--- config.mk ---
export PLATFORM = sky130hd
export DESIGN_NAME = config_loader
export DESIGN_NICKNAME = d
export VERILOG_FILES = /design/src/rtl/config_loader.sv
export SDC_FILE = /design/constraint.sdc
export NUM_CORES = 1
export LEC_CHECK = 0
export BUFFER_PORTS_ARGS = -buffer_cell sky130_fd_sc_hd__buf_2
export CAP_MARGIN = 5
export CORE_MARGIN = 3
export CORE_UTILIZATION = 31
export CTS_BUF_LIST = sky130_fd_sc_hd__clkbuf_4 sky130_fd_sc_hd__clkbuf_8
export DETAILED_ROUTE_END_ITERATION = 10
export GPL_ROUTABILITY_DRIVEN = 0
export PLACE_DENSITY = 0.54
export SETUP_SLACK_MARGIN = 0.02
export SKIP_CTS_REPAIR_TIMING = 1
export SYNTH_ARGS = -nofsm -noshare
export SYNTH_HDL_FRONTEND = slang
export SYNTH_SLANG_ARGS = --single-unit
--- constraint.sdc ---
create_clock -name clock -period 5.55 [get_ports clock]
set_input_delay 0 -clock clock [delete_from_list [all_inputs] [get_ports clock]]
set_output_delay 0 -clock clock [all_outputs]
set_load 0.01 [all_outputs]
--- src/rtl/config_loader.sv ---
// config_loader: clears the grid configuration chain, then serialises a byte
// stream into it LSB first, checking the bits that come back out of the chain.
module config_loader #(
  parameter int unsigned CHAIN_LENGTH = 4096,
  parameter int unsigned CLEAR_CYCLES = 4
) (
  input  logic       clock,
  input  logic       nreset,
  input  logic       start,
  input  logic [7:0] s_data,
  input  logic       s_valid,
  output logic       s_ready,
  output logic       cfg_data,
  output logic       cfg_enable,
  output logic       cfg_nreset,
  input  logic       cfg_return,
  output logic       busy,
  output logic       done,
  output logic       error
);

  localparam int unsigned CW = $clog2(CHAIN_LENGTH + 1);
  localparam int unsigned KW = (CLEAR_CYCLES > 1) ? $clog2(CLEAR_CYCLES) : 1;

  typedef enum logic [1:0] {
    IDLE  = 2'd0,
    CLEAR = 2'd1,
    SHIFT = 2'd2
  } state_t;

  state_t        state, state_d;
  logic [KW-1:0] clr_cnt, clr_cnt_d;
  logic [7:0]    shift_buf, shift_buf_d;
  logic [3:0]    occ, occ_d;
  logic [CW-1:0] bits_sent, bits_sent_d;
  logic [CW-1:0] bits_acc, bits_acc_d;
  logic          cfg_data_d, cfg_enable_d, cfg_nreset_d;
  logic          busy_d, done_d, error_d;
  logic          sending;
  logic [31:0]   rem_c;
  logic [3:0]    occ_load;

  // Bits still owed to the chain decide how much of the next byte is kept.
  always_comb begin
    rem_c    = 32'(CHAIN_LENGTH) - 32'(bits_acc);
    occ_load = (rem_c >= 32'd8) ? 4'd8 : 4'(rem_c);
  end

  // A byte can be taken when the buffer is empty or its last bit leaves now.
  assign s_ready = (state == SHIFT) && (occ <= 4'd1) &&
                   (bits_acc < CW'(CHAIN_LENGTH));

  assign sending = (occ != 4'd0);

  // Next-state and next-output logic for the load sequence.
  always_comb begin
    state_d      = state;
    clr_cnt_d    = clr_cnt;
    shift_buf_d  = shift_buf;
    occ_d        = occ;
    bits_sent_d  = bits_sent;
    bits_acc_d   = bits_acc;
    cfg_data_d   = 1'b0;
    cfg_enable_d = 1'b0;
    cfg_nreset_d = cfg_nreset;
    busy_d       = busy;
    done_d       = done;
    error_d      = error;

    unique case (state)
      IDLE: begin
        if (start) begin
          state_d      = CLEAR;
          clr_cnt_d    = '0;
          bits_sent_d  = '0;
          bits_acc_d   = '0;
          occ_d        = 4'd0;
          cfg_nreset_d = 1'b0;
          busy_d       = 1'b1;
          done_d       = 1'b0;
          error_d      = 1'b0;
        end
      end

      CLEAR: begin
        cfg_nreset_d = 1'b0;
        clr_cnt_d    = clr_cnt + KW'(1);
        if (clr_cnt == KW'(CLEAR_CYCLES - 1)) begin
          state_d      = SHIFT;
          cfg_nreset_d = 1'b1;
        end
      end

      SHIFT: begin
        // The bit on cfg_data goes into the chain at this edge.
        if (sending) begin
          shift_buf_d = {1'b0, shift_buf[7:1]};
          occ_d       = occ - 4'd1;
          bits_sent_d = bits_sent + CW'(1);
          if (cfg_return) error_d = 1'b1;
        end
        if (s_valid && s_ready) begin
          shift_buf_d = s_data;
          occ_d       = occ_load;
          bits_acc_d  = bits_acc + CW'(occ_load);
        end
        if (sending && (bits_sent == CW'(CHAIN_LENGTH - 1))) begin
          state_d = IDLE;
          busy_d  = 1'b0;
          done_d  = 1'b1;
        end else if (occ_d != 4'd0) begin
          cfg_enable_d = 1'b1;
          cfg_data_d   = shift_buf_d[0];
        end
      end

      default: begin
        state_d = IDLE;
      end
    endcase
  end

  // State, datapath and registered outputs.
  always_ff @(posedge clock or negedge nreset) begin
    if (!nreset) begin
      state      <= IDLE;
      clr_cnt    <= '0;
      shift_buf  <= 8'd0;
      occ        <= 4'd0;
      bits_sent  <= '0;
      bits_acc   <= '0;
      cfg_data   <= 1'b0;
      cfg_enable <= 1'b0;
      cfg_nreset <= 1'b1;
      busy       <= 1'b0;
      done       <= 1'b0;
      error      <= 1'b0;
    end else begin
      state      <= state_d;
      clr_cnt    <= clr_cnt_d;
      shift_buf  <= shift_buf_d;
      occ        <= occ_d;
      bits_sent  <= bits_sent_d;
      bits_acc   <= bits_acc_d;
      cfg_data   <= cfg_data_d;
      cfg_enable <= cfg_enable_d;
      cfg_nreset <= cfg_nreset_d;
      busy       <= busy_d;
      done       <= done_d;
      error      <= error_d;
    end
  end

endmodule

==> results of run 1 <==
==> synthesized netlist by cell type, drive strengths merged, types with 3 or more instances <==
master / number / area share
a21oi: 21 / 0.037
a31oi: 9 / 0.020
and2: 8 / 0.018
and3: 4 / 0.0087
clkbuf: 12 / 0.016
dfrtp: 47 / 0.41
ha: 8 / 0.035
inv: 11 / 0.014
mux2i: 4 / 0.014
nand2: 40 / 0.052
nand2b: 3 / 0.0066
nand3: 12 / 0.021
nand4: 6 / 0.013
nor2: 32 / 0.042
nor2b: 3 / 0.0066
nor3: 9 / 0.016
nor4: 7 / 0.035
o211ai: 3 / 0.0079
o21ai: 20 / 0.040
o21bai: 3 / 0.0079
o31a: 3 / 0.010
o31ai: 4 / 0.010
or3: 12 / 0.026
or4: 3 / 0.0092
xnor2: 4 / 0.012
xor2: 8 / 0.024
==> worst max path at each step <==
stage	start	endpoint	slack (ns)	cells past startpoint
2_1_floorplan	bits_acc[1]$_DFFE_PN0P_	bits_acc[7]$_DFFE_PN0P_	1.84	14
3_3_place_gp	bits_acc[0]$_DFFE_PN0P_	bits_acc[7]$_DFFE_PN0P_	1.61	14
3_5_place_dp	bits_acc[1]$_DFFE_PN0P_	bits_acc[7]$_DFFE_PN0P_	1.49	15
4_1_cts	bits_acc[1]$_DFFE_PN0P_	bits_acc[7]$_DFFE_PN0P_	1.47	15
5_1_grt	bits_acc[1]$_DFFE_PN0P_	bits_acc[5]$_DFFE_PN0P_	1.08	15
6_report	bits_acc[1]$_DFFE_PN0P_	bits_acc[7]$_DFFE_PN0P_	1.47	15
==> per-stage QoR <==
| stage | instance area, um2 | hold WS [ns] |
|---|---|---|
| finish | 3260 | 0.00674 |
| global route | 3260 | 0.0427 |
| CTS | 3170 | -0.184 |
| detailed placement | 3050 | 0.153 |
| global placement | 3050 | 0.144 |
| floorplan | 2860 | -0.296 |
==> power by group through the flow <==
stage	sequential (W)	combinational (W)	clock, W
global route	0.000476	0.000487	0.000295
detailed placement	0.000472	0.000428	0
finish	0.000465	0.000432	0.000273
global placement	0.000470	0.000425	0
CTS	0.000465	0.000430	0.000280
floorplan	0.000458	0.000328	0
==> cell families after synthesis <==
family | count (synthesis) | share of synthesized area
multiplexers | 5 | 0.0179
AND/OR/NAND/NOR | 145 | 0.272
AO/OA/AOI/OAI | 77 | 0.175
adder cells (fa/ha/maj) | 9 | 0.0420
XOR/XNOR | 12 | 0.0367
buffers and inverters | 25 | 0.0359
flip-flops | 48 | 0.420
==> cell type report <==
type / instances / area [um2] / share of cell area
inverters: 11 / 41.3 / 0.0126
repair buffers: 31 / 208 / 0.0636
clock inverters: 2 / 38.8 / 0.0119
multi-input cells: 248 / 1560 / 0.477
well taps: 108 / 135 / 0.0414
clock buffers: 6 / 82.6 / 0.0253
flip-flops and latches: 48 / 1200 / 0.368
==> placed cells by master (no fill, tap or decap), types with 3 or more instances in the layout <==
cell type / count
a21oi_1: 21
a31oi_1: 9
and2_1: 7
and3_1: 4
buf_2: 19
buf_4: 3
clkbuf_8: 6
dfrtp_1: 47
dlygate4sd3_1: 9
ha_1: 8
inv_1: 11
mux2i_1: 4
nand2_1: 40
nand2b_1: 3
nand3_1: 12
nand4_1: 6
nor2_1: 32
nor2b_1: 3
nor3_1: 9
nor4_4: 3
o211ai_1: 3
o21ai_0: 18
o21bai_1: 3
o31ai_1: 4
or3_1: 12
xnor2_1: 4
xor2_1: 8
==> state kept, by name, indices dropped and copies added (netlist names) <==
register	count
shift_buf	8
bits_acc	13
busy	1
cfg_data	1
state	2
bits_sent	13
clr_cnt	2
cfg_nreset	1
occ	4
done	1
cfg_enable	1
error	1
==> critical path: cells and delay by family, from the launching register on <==
family	cells	cell delay [ns]
AOI/OAI and AO/OA	5	0.85
muxes	1	0.37
DFF	1	0.44
and+or+nand+nor	6	1.69
buffers and inverters	1	0.15
adders and majority gates	2	0.49
==> metal layers <==
layer / GRT usage / vias up
li1: - / 1198
met1: 0.190 / 1172
met2: 0.209 / 40
met3: 0.0225 / 4
met4: 0.0444 / 0
met5: 0 / -
==> impl_metrics.ini, run 1 <==
[clock_tree]
root_buffer = clkbuf_8
clockBufferDepth = 2
htreeDepth = 2
cts_sinks = 48
clk-insertion-delay-late_ns = 0.31
path_clk_slew_ns = 0.09
cts_buffers = 5
cts_tree = done

[die]
die_area_um2 = 10400
start_util = 0.323
core_um2 = 8850
rows = 34
die_x_um = 102
ios = 20
fp.dieH_um = 102

[min_path]
min_from = s_data[0]
hold_depth = 3
hold_class = in2reg
hold-path-endpoint = cfg_data$_DFF_PN0_

[worst_setup_path]
critPathArrivalTime_ns = 4.31
cp-start-kind = flop
slowest_stage = or3b_2
worstSetupEndpointType = flop
crit_type = reg2reg
r2r-start = bits_acc[1]$_DFFE_PN0P_
reg2reg_depth = 15
reg2reg_to = bits_acc[7]$_DFFE_PN0P_
cp.required_ns = 5.79
reg2reg_slack_ns = 1.47
path_cells = inv_1 -> ha_1 -> or3b_2 -> nor4_4 -> o21ai_2 -> or4_4 -> nor2_1 -> ha_1 -> a21oi_1 -> o31a_1 -> nand2_1 -> and2_1 -> mux2i_1 -> o21ai_0 -> a21oi_1
crit_fanout = 7
critPathMaxStageDelay_ns = 0.54

[routing]
wl_per_cell_um = 14.5
drt_iter0_markers = 128
wl_mm = 6.60
wl_met3_um = 173
dr.pass1.iters = 4
ant_nets = 0
highest_layer = met4
drcViolationCount = 0
wl_met2_mm = 3.09
wl_met1_mm = 3.25
vias_per_cell = 5.32
vias = 2414

[placed_design]
place_inst = 437
dp_hpwl_mm = 4.61
pre_cts_ws_ns = 1.49
io_buffers = 19

[logic_synthesis]
ys_types = 54
syn_inst = 321
synth_edf_count = 0
synth_seq_cells = 48
async_reset_ff_frac = 1.00
yosys_most_used_dff = dfrtp_1
mappedNetlistArea_um2 = 2860
synth_warnings = 0
synth_fp_nets = 343
synth_seq_area_share = 0.420
syn_avg_cell_area_um2 = 8.91

[grt]
grt_pass1_wl_mm = 11.2
grt_overflow_total = 0
grt_max_degree = 49
grt_pass1_vias = 2289
grt_usage = 0.134
antenna_found_initial = 0

[final_layout]
layout-drive-gt1-share = 0.133
syn_to_final_growth_pct = 14.1
fillers = 906
post-route-util = 0.369
antenna_cells = 0
finalNonFillerCells = 454
fin_nets = 367

[sta]
period_minus_slack_ns = 4.08
fin_setup_tns_ns = 0
fin_crit_sh = 0.734
finalMaxSlewViolations = 0
rsz0062_at_grt = no
setup_violations = 0
hold_violations = 0
worst_pin_slew_ns = 0.832
slew_headroom = 0.444
finClkSkew_ns = 0.00809
fin_ws_ns = 1.47
max_freq_ghz = 0.245

[run]
cap_viol_max_count = 0

[pwr]
p_clk_frac = 0.233
cellPowerDensity_nw_per_um2 = 358
ir_worst_vdd_v = 0.000157
internal-power_w = 0.000727
leakage_nw = 1.45
combPwrFrac = 0.369
power_w = 0.00117
power_switching_share = 0.379
seqPwrFrac = 0.398
power.switching_w = 0.000443

[status]
run_status = completed
Note: power is estimated with default switching activity, not from simulation.
==> run 2, diff against run 1 <==
- clock period: 5.55 -> 3.9 ns (I/O delays scaled with it)
==> impl_metrics.ini, run 2 (synthesis results as in run 1) <==
[sta]
worst_pin_slew_ns = 0.631
max_freq_ghz = 0.275
setup_violations = 0
holdWs_ns = 0.00187
period_minus_slack_ns = 3.64
fin_crit_sh = 0.933
fin_ws_ns = 0.260
fin_setup_tns_ns = 0
rsz0062_at_grt = no
finClkSkew_ns = 0.0111
slew_headroom = 0.580
hold_violations = 0
finalMaxSlewViolations = 0

[clock_tree]
cts_sinks = 48
root_buffer = clkbuf_8
htreeDepth = 2
cts_tree = done
path_clk_slew_ns = 0.10
clockBufferDepth = 2
cts_buffers = 5
clk-insertion-delay-late_ns = 0.31

[worst_setup_path]
path_cells = buf_4 -> or4_1 -> nor4_2 -> o32ai_1 -> or4_4 -> nor2_1 -> ha_1 -> a21oi_2 -> o31a_1 -> nand2_1 -> and2_1 -> mux2i_4 -> o21ai_0 -> a21oi_1
r2r-start = bits_acc[0]$_DFFE_PN0P_
slowest_stage = or4_1
worstSetupEndpointType = flop
reg2reg_to = bits_acc[9]$_DFFE_PN0P_
crit_buf_inv = 1
reg2reg_depth = 14
crit_fanout = 8
critPathArrivalTime_ns = 3.88
critical-path-top-delay-family = simple AND/OR/NAND/NOR gates
crit_type = reg2reg
cp.required_ns = 4.14
critPathMaxStageDelay_ns = 0.59
reg2reg_slack_ns = 0.26
cp-start-kind = flop

[final_layout]
fillers = 901
syn_to_final_growth_pct = 18.7
mostFrequentLayoutCells = dfrtp_1 (47), nand2_1 (40), nor2_1 (32)
fin_nets = 382
largestRegisters = bits_acc (13), bits_sent (13), shift_buf (8)
mostFrequentLayoutCell = dfrtp_1
antenna_cells = 0
layout-drive-gt1-share = 0.183
post-route-util = 0.384

[run]
cap_viol_max_count = 0

[min_path]
min_from = s_data[0]
hold_depth = 3
hold_class = in2reg
hold-path-endpoint = cfg_data$_DFF_PN0_

[die]
fp.dieH_um = 102
ios = 20
die_area_um2 = 10400
die_x_um = 102
core_um2 = 8850
rows = 34
start_util = 0.323

[routing]
vias_per_cell = 5.25
vias = 2460
drcViolationCount = 0
wl_mm = 6.97
wl_per_cell_um = 14.9
ant_nets = 0
dr.pass1.iters = 4
drt_iter0_markers = 164

[grt]
grt_overflow_total = 0
antenna_found_initial = 0
grt_pass1_wl_mm = 11.4
grt_max_degree = 49
grt_pass1_vias = 2282
grt_usage = 0.136

[pwr]
leakage_nw = 1.52
cellPowerDensity_nw_per_um2 = 497
ir_worst_vdd_v = 0.000243

[placed_design]
io_buffers = 19
dp_hpwl_mm = 4.90
pre_cts_ws_ns = -0.0131

[status]
run_status = completed
[run 2: per-stage QoR]
stage          instances  area [um2]  power (W)
2_1_floorplan        321        2860    0.00112
4_1_cts              460        3280    0.00168
6_report             469        3400    0.00169
3_3_place_gp         452        3170    0.00129
3_5_place_dp         452        3170    0.00130
5_1_grt              469        3400    0.00181
[run 2: worst max path at each step]
| stage | end | from | slack (ns) | depth (start not counted) |
|---|---|---|---|---|
| global placement | bits_acc[9]$_DFFE_PN0P_ | bits_acc[1]$_DFFE_PN0P_ | 0.13 | 15 |
| floorplan | bits_acc[7]$_DFFE_PN0P_ | bits_acc[1]$_DFFE_PN0P_ | 0.19 | 14 |
| detailed placement | bits_acc[7]$_DFFE_PN0P_ | bits_acc[1]$_DFFE_PN0P_ | -0.01 | 15 |
| CTS | bits_acc[7]$_DFFE_PN0P_ | bits_acc[1]$_DFFE_PN0P_ | -0.03 | 15 |
| global route | bits_acc[7]$_DFFE_PN0P_ | bits_acc[0]$_DFFE_PN0P_ | 0.02 | 14 |
| finish | bits_acc[9]$_DFFE_PN0P_ | bits_acc[0]$_DFFE_PN0P_ | 0.26 | 14 |
[run 2: worst reg2reg max path: cells and delay by family (launching register included)]
kind                       cells  cell delay (ns)
AOI/OAI and AO/OA              5             0.77
muxes                          1             0.21
DFF                            1             0.39
adders and majority gates      1             0.27
and+or+nand+nor                6             1.78
buffers and inverters          1             0.15
[run 2: area by class of cell]
type | instances | area [um2] | area share
Clock inverter | 3 | 42.5 | 0.0125
Inverter | 11 | 41.3 | 0.0122
Tap cell | 108 | 135 | 0.0398
Clock buffer | 5 | 68.8 | 0.0203
Timing Repair Buffer | 46 | 320 | 0.0943
Sequential cell | 48 | 1200 | 0.354
Multi-Input combinational cell | 248 | 1590 | 0.467
[run 2: routing by layer]
metal / global-route usage / routed length (um)
met3: 0.0218 / 229
met4: 0.0464 / 136
met5: 0 / 0
met2: 0.210 / 3210
met1: 0.194 / 3390
[run 2: report_power, final]
part           total, W  internal (W)  leakage (nW)  switching (W)
Clock          0.000371      0.000190        0.0541       0.000181
Combinational  0.000658      0.000260         0.838       0.000398
Sequential     0.000659      0.000587         0.627      0.0000716
Total           0.00169       0.00104          1.52       0.000651
